**src/rtl/gauss_out_fifo.sv**
```systemverilog
// Output FIFO for the Box-Muller generator: buffers (in1,in2) pairs and serialises them
// onto one valid/ready word stream. Define GAUSS_DROP_CNT_EN to build the dropped-pair counter.
module gauss_out_fifo #(
    parameter int OUT    = 32,
    parameter int DEPTH  = 16,
    parameter int AW     = 4,
    parameter int WARMUP = 4
) (
    input  logic           clk,
    input  logic           rst,
    input  logic [OUT-1:0] in1,
    input  logic [OUT-1:0] in2,
    input  logic           in_en,
    output logic [OUT-1:0] dout,
    output logic           dout_valid,
    input  logic           dout_ready,
    output logic [AW:0]    level,
    output logic           full,
    output logic           empty,
    output logic           overflow,
    output logic [15:0]    drop_cnt
);

    localparam int CW = (WARMUP < 1) ? 1 : $clog2(WARMUP + 1);

    typedef enum logic [1:0] {IDLE, SEND1, SEND2} state_t;

    state_t                state, state_nx;
    logic [CW-1:0]         warm_cnt;
    logic                  warm;
    logic [2*OUT-1:0]      mem [DEPTH];
    logic [AW-1:0]         wr_ptr, rd_ptr;
    logic [AW:0]           level_q;
    logic [OUT-1:0]        hold1, hold2;
    logic                  wr, drop, pop;

    // Generator output is garbage until its pipeline has filled.
    assign warm = (warm_cnt == CW'(WARMUP));

    always_ff @(posedge clk or posedge rst) begin
        if (rst)        warm_cnt <= '0;
        else if (!warm) warm_cnt <= warm_cnt + 1'b1;
    end

    assign full  = (level_q == (AW+1)'(DEPTH));
    assign empty = (level_q == '0);
    assign level = level_q;
    assign wr    = warm && in_en && !full;
    assign drop  = warm && in_en && full;

    always_ff @(posedge clk) begin
        if (wr) mem[wr_ptr] <= {in1, in2};
    end

    always_ff @(posedge clk or posedge rst) begin
        if (rst) begin
            wr_ptr  <= '0;
            rd_ptr  <= '0;
            level_q <= '0;
        end else begin
            if (wr)  wr_ptr <= wr_ptr + 1'b1;
            if (pop) rd_ptr <= rd_ptr + 1'b1;
            case ({wr, pop})
                2'b10:   level_q <= level_q + 1'b1;
                2'b01:   level_q <= level_q - 1'b1;
                default: level_q <= level_q;
            endcase
        end
    end

    always_ff @(posedge clk or posedge rst) begin
        if (rst) begin
            state <= IDLE;
            hold1 <= '0;
            hold2 <= '0;
        end else begin
            state <= state_nx;
            if (pop) {hold1, hold2} <= mem[rd_ptr];
        end
    end

    // Popping in SEND2 on the final handshake keeps pairs back-to-back.
    always_comb begin
        state_nx   = state;
        pop        = 1'b0;
        dout       = '0;
        dout_valid = 1'b0;
        case (state)
            IDLE: begin
                if (!empty) begin
                    pop      = 1'b1;
                    state_nx = SEND1;
                end
            end
            SEND1: begin
                dout       = hold1;
                dout_valid = 1'b1;
                if (dout_ready) state_nx = SEND2;
            end
            SEND2: begin
                dout       = hold2;
                dout_valid = 1'b1;
                if (dout_ready) begin
                    if (!empty) begin
                        pop      = 1'b1;
                        state_nx = SEND1;
                    end else begin
                        state_nx = IDLE;
                    end
                end
            end
            default: state_nx = IDLE;
        endcase
    end

    always_ff @(posedge clk or posedge rst) begin
        if (rst)       overflow <= 1'b0;
        else if (drop) overflow <= 1'b1;
    end

`ifdef GAUSS_DROP_CNT_EN
    logic [15:0] drop_q;

    always_ff @(posedge clk or posedge rst) begin
        if (rst)                             drop_q <= '0;
        else if (drop && drop_q != 16'hFFFF) drop_q <= drop_q + 1'b1;
    end

    assign drop_cnt = drop_q;
`else
    assign drop_cnt = '0;
`endif

endmodule

```
**config.mk**
```make
export PLATFORM = sky130hd
export DESIGN_NAME = gauss_out_fifo
export DESIGN_NICKNAME = d
export VERILOG_FILES = /design/src/rtl/gauss_out_fifo.sv
export SDC_FILE = /design/constraint.sdc
export NUM_CORES = 1
export LEC_CHECK = 0
export ABC_AREA = 1
export BUFFER_PORTS_ARGS = -buffer_cell sky130_fd_sc_hd__buf_2
export CAP_MARGIN = 0
export CORE_MARGIN = 2
export CORE_UTILIZATION = 56
export CTS_CLUSTER_DIAMETER = 30
export DETAILED_ROUTE_END_ITERATION = 8
export MAX_ROUTING_LAYER = met4
export PLACE_DENSITY_LB_ADDON = 0.25
export SLEW_MARGIN = 30
export SYNTH_ARGS = -nofsm -noshare
export SYNTH_HDL_FRONTEND = slang
export SYNTH_SLANG_ARGS = --single-unit
```
**constraint.sdc**
```tcl
create_clock -name clk -period 5.7 [get_ports clk]
set_input_delay 0.57 -clock clk [delete_from_list [all_inputs] [get_ports clk]]
set_output_delay 0.57 -clock clk [all_outputs]
set_load 0.01 [all_outputs]
```
Word level (Yosys, flattened, before mapping)
Memory sizes are Yosys's and may differ from the RTL's. A register that Yosys moved wholly into a read port is not among the register bits.
Cells that the tools add are included.
Storage, ports and cells
  flip-flop bits (word level): 19
  latch bits: 0
  memory bits (writable): 1024
  ROM bits: 0
  input port bits: 68
  logic and storage cells: 43
  memories: 1
Cells by class
  add/subtract/negate cells: 5
  $mul: 0
  div/mod/pow operators: 0
  magnitude comparators: 0
  eq/ne operators: 9
  shift-type cells: 0
  muxes and demuxes: 13
  bitwise operators: 0
  reduce and logical (&&, ||, !) cells: 9
Memory list
  mem: depth 16, bits a word 64, rd ports 1, clocked after memory_dff 1, wr ports 1, line 31  | logic [2*OUT-1:0] mem [DEPTH];
Operator list (count)
  32-bit one-hot mux with 2 select lines: 1
  5-bit one-hot mux with 2 select lines: 1
  4-bit by 1-bit adder with 4-bit output, second input constant: 2
  1-bit 2-to-1 mux: 6
  2-bit 2-to-1 mux: 3
  2-bit != test, second input constant: 3
  2-bit one-hot mux with 3 select lines: 1
  5-bit by 1-bit adder with 5-bit output, second input constant: 1
  5-bit equality test, second input constant: 1
  5-bit logical NOT: 1
  5-bit by 1-bit subtractor with 5-bit output, second input constant: 1
  2-bit by 1-bit equality test with 1-bit output, second input constant: 2
  2-bit equality test, second input constant: 2
  3-bit by 1-bit adder with 3-bit output, second input constant: 1
  3-bit equality test, second input constant: 1
  1-bit logical AND: 3
  3-bit AND reduction: 1
  2-bit logical NOT: 1
  1-bit one-hot mux with 2 select lines: 1
  2-bit nonzero test: 1
  2-bit OR reduction: 1
  1-bit logical NOT: 1

Logic depth before layout (Yosys ltp)
Gate-level depths: netlist (run 1).
  depth after elaboration: 6
  gate-level depth with buffers: 18
  mapped depth without buffers: 16

Worst setup path after synthesis (run 1)
OpenSTA, ideal clock, no wires.
  path kind: register -> register
  start point: register warm_cnt[0]
  end point: memory mem[10][0] (netlist bit) (enable)
  setup time: 565 ps
  arrival: 5506 ps
  setup slack: -370 ps
  stages on the path, launching flop included: 8
  buffers on the path: 1
  clock period less this slack: 6070 ps
  cells stage by stage: dfrtp_1 -> inv_1 -> ha_1 -> nand2_1 -> nor2_1 -> nand2_1 -> buf_2 -> nor3_1
On the way
  longest elaborated chain between the ends: 5
Ends and longest elaborated chain
  start: declaration: line 29  | logic [CW-1:0] warm_cnt;
  start signal: assignment: line 42  | else if (!warm) warm_cnt <= warm_cnt + 1'b1;
  3-bit equality test: line 38  | assign warm = (warm_cnt == CW'(WARMUP));
  1-bit logical AND (2 in series): line 48  | assign wr = warm && in_en && !full;
  1-bit 2-to-1 mux: line 52  | if (wr) mem[wr_ptr] <= {in1, in2};
  1-bit 2-to-1 mux (implied by the code): line 52
  end: declaration: line 31
No other way between the ends.

Worst setup path after layout (run 1)
  start point: register state[0]
  end point: output port dout[12]
On the way
  longest elaborated chain between the ends: 2
  elaborated cells on any way between the ends: 3
  those cells by class: eq/ne (2); mux (1)
Ends and longest elaborated chain
  start: declaration: line 28  | state_t state, state_nx;
  start signal: assignment: line 77  | state <= state_nx;
  2-bit equality test or 2-bit by 1-bit equality test with 1-bit output (tied branches): line 88  | case (state)
  32-bit one-hot mux with 2 select lines (*): line 88
  end: declaration: line 14  | output logic [OUT-1:0] dout,
Mark *: on every way between the ends. The rest lies on a longest branch, timed or not.

==> results of run 1 <==
## cell type report
type | count | area share (%)
Timing Repair Buffer | 168 | 2.17
Clock buffer | 234 | 9.26
Clock inverter | 138 | 2.98
Inverter | 805 | 5.43
Multi-Input combinational cell | 2515 | 19.2
Sequential cell | 1107 | 58.4
Antenna cell | 8 | 0.0356
Tap cell | 1144 | 2.54
## cells by family (layout without fill, tap and decap cells)
logic type | Yosys count | count (layout) | share of synthesized area, %
simple gates | 2422 | 2422 | 21.1
flops | 1107 | 1107 | 68.6
buf+inv | 1059 | 1345 | 9.15
compound gates | 49 | 49 | 0.526
fa+ha+maj | 17 | 17 | 0.460
xor+xnor | 11 | 11 | 0.201
other cells | 1 | 24 | 0.00784
## flip-flops by register name (all words and copies together), names as in the netlist
| signal | count |
|---|---|
| state | 2 |
| wr_ptr | 4 |
| overflow | 1 |
| level | 5 |
| hold1 | 32 |
| rd_ptr | 4 |
| warm_cnt | 3 |
| mem | 1024 |
| hold2 | 32 |
## power by group
part	switching, W	internal (W)
Sequential	0.000622	0.00993
Combinational	0.00654	0.00244
Clock	0.00407	0.00782
Total	0.0112	0.0202
## metrics by stage
stage	cell area (um^2)	TNS, ns	cells
detailed placement	49300	0	5736
global route	56200	0	6117
finish	56300	0	6119
floorplan	47900	-276.74	4681
global placement	49200	0	5733
CTS	56200	0	6109
## per-layer routing
| layer | GRT usage [%] | vias up |
|---|---|---|
| li1 | - | 15300 |
| met1 | 38.7 | 15800 |
| met2 | 46.4 | 1613 |
| met3 | 5.90 | 241 |
| met4 | 10.2 | 0 |
| met5 | - | - |
## cell usage in the layout, fill, tap and decap left out, types with 16 or more instances in the layout
cell type and instances:
clkinv_2 41, conb_1 16, nand3_1 771, dfrtp_1 79, a21oi_1 35, clkinv_4 16
inv_1 798, clkbuf_1 24, buf_4 41, bufinv_16 28, edfxtp_1 1024, ha_1 16
nand2_1 1628, clkinv_1 18, buf_2 108, clkbuf_16 198
## final timing paths
kind | startpoint | to | cells past startpoint | slack (ns)
hold reg to reg | hold2[17]$_DFFE_PP0P_ | hold2[17]$_DFFE_PP0P_ | 2 | 0.48
max in group asynchronous | rst | rd_ptr[0]$_DFFE_PP0P_ | 4 | 4.00
setup reg to reg | state[0]$_DFFE_PP0P_ | level[4]$_DFFE_PP0P_ | 17 | 2.24
setup / recovery | state[0]$_DFFE_PP0P_ | dout[12] | 5 | 2.03
hold / removal | in1[13] | mem[5][45]$_DFFE_PP_ | 1 | 0.16
min in group asynchronous | rst | level[2]$_DFFE_PP0P_ | 3 | 0.55
## what timing repair did
action | in CTS | in global routing
hold buffers | 1 | 0
hold endpoints to repair | 11 | 0
endpoints found under the setup margin | 0 | 0
==> summary.md, run 1 <==
| Metric | Value |
|---|---|
| Status | `finished clean` |
| Leakage Power | `24.6 nW` |
| Minimum clock period | `3.67 ns` |
| Drc violations | `0` |
| Slew @ Worst Pin | `1.11 ns` |
| CP max FO | `32` |
| Area contributors post-synth | `edfxtp_1, nand2_1, nand3_1` |
| Fin worst setup slack | `2.03 ns` |
| Largest stage delay, worst path | `0.62 ns` |
| GRT Util Overall | `29.5%` |
| Wl on met1 | `49300 um` |
| # rows | `107` |
| Filler cells | `6087` |
| Slew Viols, Final | `0` |
| Clk buf depth | `3` |
| Synth top area share | `64.3%` |
| Drt wl/cell | `20.2 um` |
| Area of the multi-input gates | `0.0108 mm^2` |
| Grt ovf | `0` |
| Ys async rst share | `7.50%` |
| CP arrival | `3.10 ns` |
| Delay-heaviest family, CP | `buffers and inverters` |
| Top_reg_cell synth | `edfxtp_1` |
| Antenna violations before repair | `7` |
| Vias in the first global route | `32.0k` |
| CTS Buf Count | `196` |
| Num ports | `125` |
| Initial core utilization | `56.4%` |
| Hold/Removal Path Class | `in2reg` |
| Pre-CTS setup slack | `2.15 ns` |
| Largest net degree at the start of global routing | `183` |
| Register clock-pin slew on the reported worst setup and hold paths | `0.05 ns` |
| Starting DRT DRC Count | `3532` |
| Sequential area share after synthesis | `68.6%` |
| CP Cell Sequence | `inv_1 > ha_1 > inv_2 > a21oi_1 > buf_2` |
| Fin. Hold Viols | `0` |
| NumNets Final | `4878` |
| Met2 wire length | `58500 um` |
| Routed Antenna Nets | `0` |
| CTS tree | `built` |
| Vias | `32.9k` |
| Count of different cell masters after synthesis | `26` |
| Critical Path Source Type | `flop` |
| Fin crit share | `64.4%` |
| Highest routed layer | `met4` |
| Register area | `0.0328 mm^2` |
| Detail Placement HPWL | `61100 um` |
| Die area | `0.0878 mm^2` |
| Critical path class | `reg2out` |
| Area delta synth->final | `17.5%` |
| Routed wire length | `123000 um` |
| Met3 wire length | `12500 um` |
| Max-cap violations | `0` |
| Post-Syn Area per Cell | `10.3 um^2` |
| Power Total | `0.0314 W` |
| CTS root buffer | `clkbuf_16` |
| Worst hold slack | `0.165 ns` |
| Clock skew | `0.0348 ns` |
| First-pass GRT wire length | `187000 um` |
| Synthesized instance count | `4666` |
| H-tree levels | `4` |
| Worst-Skew Late Latency | `0.78 ns` |
| Pwr Density | `559 mW/mm^2` |
| DR pass1 iterations | `6` |
| Layout Utilization | `66.3%` |
| Number of port buffers | `108` |
| Chip Width | `296 um` |
| Setup crit end kind | `output port` |
| Final GP Congestion | `0.854` |
| Die Ht | `296 um` |
| Slowest CP cell | `ha_1` |
| Ys Warns | `0` |
| Post-synth design cell area | `0.0479 mm^2` |
| Post-CTS Repair Setup Buffers | `0` |
| #FFs+latches synth | `1107` |
| Req. time, crit path | `5.13 ns` |
| CTS Sinks | `1107` |
| VDD IR max | `0.797 mV` |
| Fmax | `0.272 GHz` |
| Endpoints failing setup | `0` |
| Share of post-route cells with drive strength above 1 | `10.6%` |
| Synth top cells by count | `nand2_1, edfxtp_1, inv_1, nand3_1, buf_2` |
| Rel. slew slack | `26.3%` |
| Core Region | `0.0849 mm^2` |
| Vias/cell | `5.38` |
| Number of flops mapped to enable cells by yosys | `1024` |
| Post-cts resize count | `0` |
| RSZ-0062 raised after global routing | `false` |
| Most numerous cell in the Yosys netlist | `nand2_1` |
| Cell taking the most area after synthesis | `edfxtp_1` |
| Buf/Inv on CP | `3` |
Power figures use the tool's default switching activity.
==> run 2: changes to the inputs <==
- CORE_UTILIZATION: 56 -> 62
- clock period: 5.7 -> 3.4 ns (I/O delays scaled with it)
==> run 2 against run 1 <==
Non-clock buffer count is 82 higher. Cell area is 0.52% higher. Clock-buffer cell count is 20 lower. Highest routed layer unchanged. Hold slack better by 0.021 ns. Die area is 9.5% lower. Cell count is 1.1% lower. Worst setup slack worse by 1.7 ns. Largest power group unchanged. First-iteration DRC count is 14% higher. Power is 65% higher.
==> summary.md, run 2 (synthesis results as in run 1) <==
| Metric | Value |
|---|---|
| Status | `finished clean` |
| Register-to-Register Path Depth | `10 (-7)` |
| H-tree levels | `4 (unchanged)` |
| Worst hold slack | `0.185 ns (+0.0209 ns)` |
| Final GP Congestion | `0.870 (+1.9%)` |
| Reg-to-reg endpoint | `mem[15][28]$_DFFE_PP_` |
| Largest net degree at the start of global routing | `170 (-7.1%)` |
| Post-cts resize count | `0 (unchanged)` |
| Core Region | `0.0762 mm^2 (-10%)` |
| Routed wire length | `127000 um (+2.6%)` |
| Area delta synth->final | `18.2%` |
| Critical Path Source Type | `flop` |
| # rows | `101 (-5.6%)` |
| Commonest non-fill, non-tap cells in the layout | `nand2_1, edfxtp_1, inv_1` |
| Hold path depth | `6 (+5)` |
| Pre-CTS setup slack | `0.685 ns (-1.46 ns)` |
| Largest Register | `mem` |
| Minimum clock period | `3.09 ns` |
| Die area | `0.0794 mm^2 (-9.5%)` |
| Grt ovf | `0 (unchanged)` |
| CP arrival | `2.75 ns (-0.35 ns)` |
| Number of port buffers | `108 (unchanged)` |
| Initial core utilization | `62.8% (+6.4 points)` |
| CTS root buffer | `clkbuf_16` |
| Slew Viols, Final | `0 (unchanged)` |
| Worst-Skew Late Latency | `0.76 ns (-0.02 ns)` |
| Hold/Removal Path Class | `in2reg` |
| Vias/cell | `5.62 (+4.4%)` |
| Finished Cell Area | `0.0565 mm^2 (+0.52%)` |
| First-pass GRT wire length | `193000 um (+3.2%)` |
| GRT Util Overall | `33.6% (+4.1 points)` |
| Share of post-route cells with drive strength above 1 | `10.1% (-0.43 points)` |
| Leakage Power | `24.8 nW (+0.57%)` |
| Power Total | `0.0519 W (+65%)` |
| CTS Buf Count | `182 (-7.1%)` |
| Max-cap violations | `0 (unchanged)` |
| Routed Antenna Nets | `0 (unchanged)` |
| Starting DRT DRC Count | `4022 (+14%)` |
| Fmax | `0.324 GHz` |
| Clk buf depth | `3 (unchanged)` |
| Rel. slew slack | `35.5% (+9.3 points)` |
| Endpoints failing setup | `0 (unchanged)` |
| CP max FO | `33 (+3.1%)` |
| RSZ-0062 raised after global routing | `false` |
| Slew @ Worst Pin | `0.967 ns (-0.139 ns)` |
| Worst R2R Setup Slack | `0.60 ns (-1.64 ns)` |
| Vias | `34.0k (+3.2%)` |
| CTS tree | `built` |
| Drt wl/cell | `20.9 um (+3.7%)` |
| Max FFs per register | `1024 (unchanged)` |
| VDD IR max | `0.702 mV (-12%)` |
| Detail Placement HPWL | `64100 um (+4.9%)` |
| Fin worst setup slack | `0.314 ns (-1.72 ns)` |
| R2R Path Start | `warm_cnt[0]$_DFFE_PP0P_` |
| Pwr Density | `918 mW/mm^2 (+64%)` |
| Layout Utilization | `74.2% (+7.9 points)` |
| Hold Crit Start | `dout_ready` |
| Vias in the first global route | `33.8k (+5.4%)` |
| DR pass1 iterations | `6 (unchanged)` |
| Fin. Hold Viols | `0 (unchanged)` |
| Fin crit share | `90.8%` |
| Setup crit end kind | `output port` |
| Drc violations | `0 (unchanged)` |
| Die Ht | `282 um (-4.9%)` |
| Hold Path Sink | `state[0]$_DFFE_PP0P_` |
| Regs by FF count | `mem: 1024 flops, hold1: 32 flops, hold2: 32 flops` |
| Num ports | `125 (unchanged)` |
| Req. time, crit path | `3.06 ns (-2.07 ns)` |
| Register clock-pin slew on the reported worst setup and hold paths | `0.05 ns (about the same)` |
| NumNets Final | `4946 (+1.4%)` |
| Placement-stage cell area | `0.0495 mm^2 (+0.46%)` |
| Chip Width | `282 um (-4.9%)` |
| CTS Sinks | `1107 (unchanged)` |
| Antenna violations before repair | `2 (-5)` |
| Clock skew | `0.0251 ns (-0.00973 ns)` |
| Commonest non-fill, non-tap cell in the layout | `nand2_1` |
| Critical path class | `reg2out` |
## run 2: cell types whose count changed in the layout (fill, tap and decap cells not counted), sizes merged
cell / change
clkinvlp: +8
clkbuf: -20
clkinv: -13
inv: +2
dlygate4sd3: +65
buf: +17
bufinv: -5
diode: -5
## run 2: area by class of cell
class,instances,area [um^2]
repair buffers,250,2120
flip-flops and latches,1107,32800
multi-input cells,2515,10900
clock buffers,214,4740
diodes,3,7.51
fillers,4736,19700
clock inverters,130,1600
well taps,1030,1290
inverters,805,3060
## run 2: critical path, stage by stage (launching register included)
cell and delay (ns):
dfrtp_1 0.39, inv_1 0.14, ha_1 0.19, buf_4 0.45, nand2_1 0.39, a21oi_1 0.28, buf_2 0.16
## run 2: where the power goes
part	switching, W	leakage, nW	total, W	internal [W]
logic	0.0114	11.5	0.0158	0.00434
registers	0.000896	10.3	0.0175	0.0166
clock network	0.00671	3.02	0.0186	0.0119
total	0.0190	24.8	0.0519	0.0328
## run 2: how the worst max path moves through the flow
stage | depth (start not counted) | startpoint | end
floorplan | 8 | warm_cnt[0]$_DFFE_PP0P_ | mem[15][0]$_DFFE_PP_
global placement | 10 | warm_cnt[0]$_DFFE_PP0P_ | mem[15][15]$_DFFE_PP_
detailed placement | 10 | warm_cnt[0]$_DFFE_PP0P_ | mem[15][42]$_DFFE_PP_
CTS | 6 | state[1]$_DFFE_PP0P_ | dout[24]
global route | 6 | state[1]$_DFFE_PP0P_ | dout[24]
finish | 6 | state[1]$_DFFE_PP0P_ | dout[24]
## run 2: per-layer routing
layer / global-route usage (%) / routed length, um / vias to the layer above / part of all wire [%]
met4: 14.6 / 4600 / 0 / 3.6
met1: 43.8 / 48000 / 16100 / 38
li1: - / - / 15400 / -
met5: - / 0 / - / 0
met2: 51.5 / 59200 / 2106 / 47
met3: 7.31 / 14800 / 348 / 12
## run 2: through the flow
step	cells	TNS, ns
after floorplan	4681	-319.01
after global placement	5640	0
after detailed placement	5640	0
after CTS	6050	0
after global routing	6053	0
final	6054	0
## run 2: repair_timing
action | CTS | global route
endpoints found under the hold margin | 1068 | 0
buffers inserted | 0 | 0
hold buffers | 66 | 0
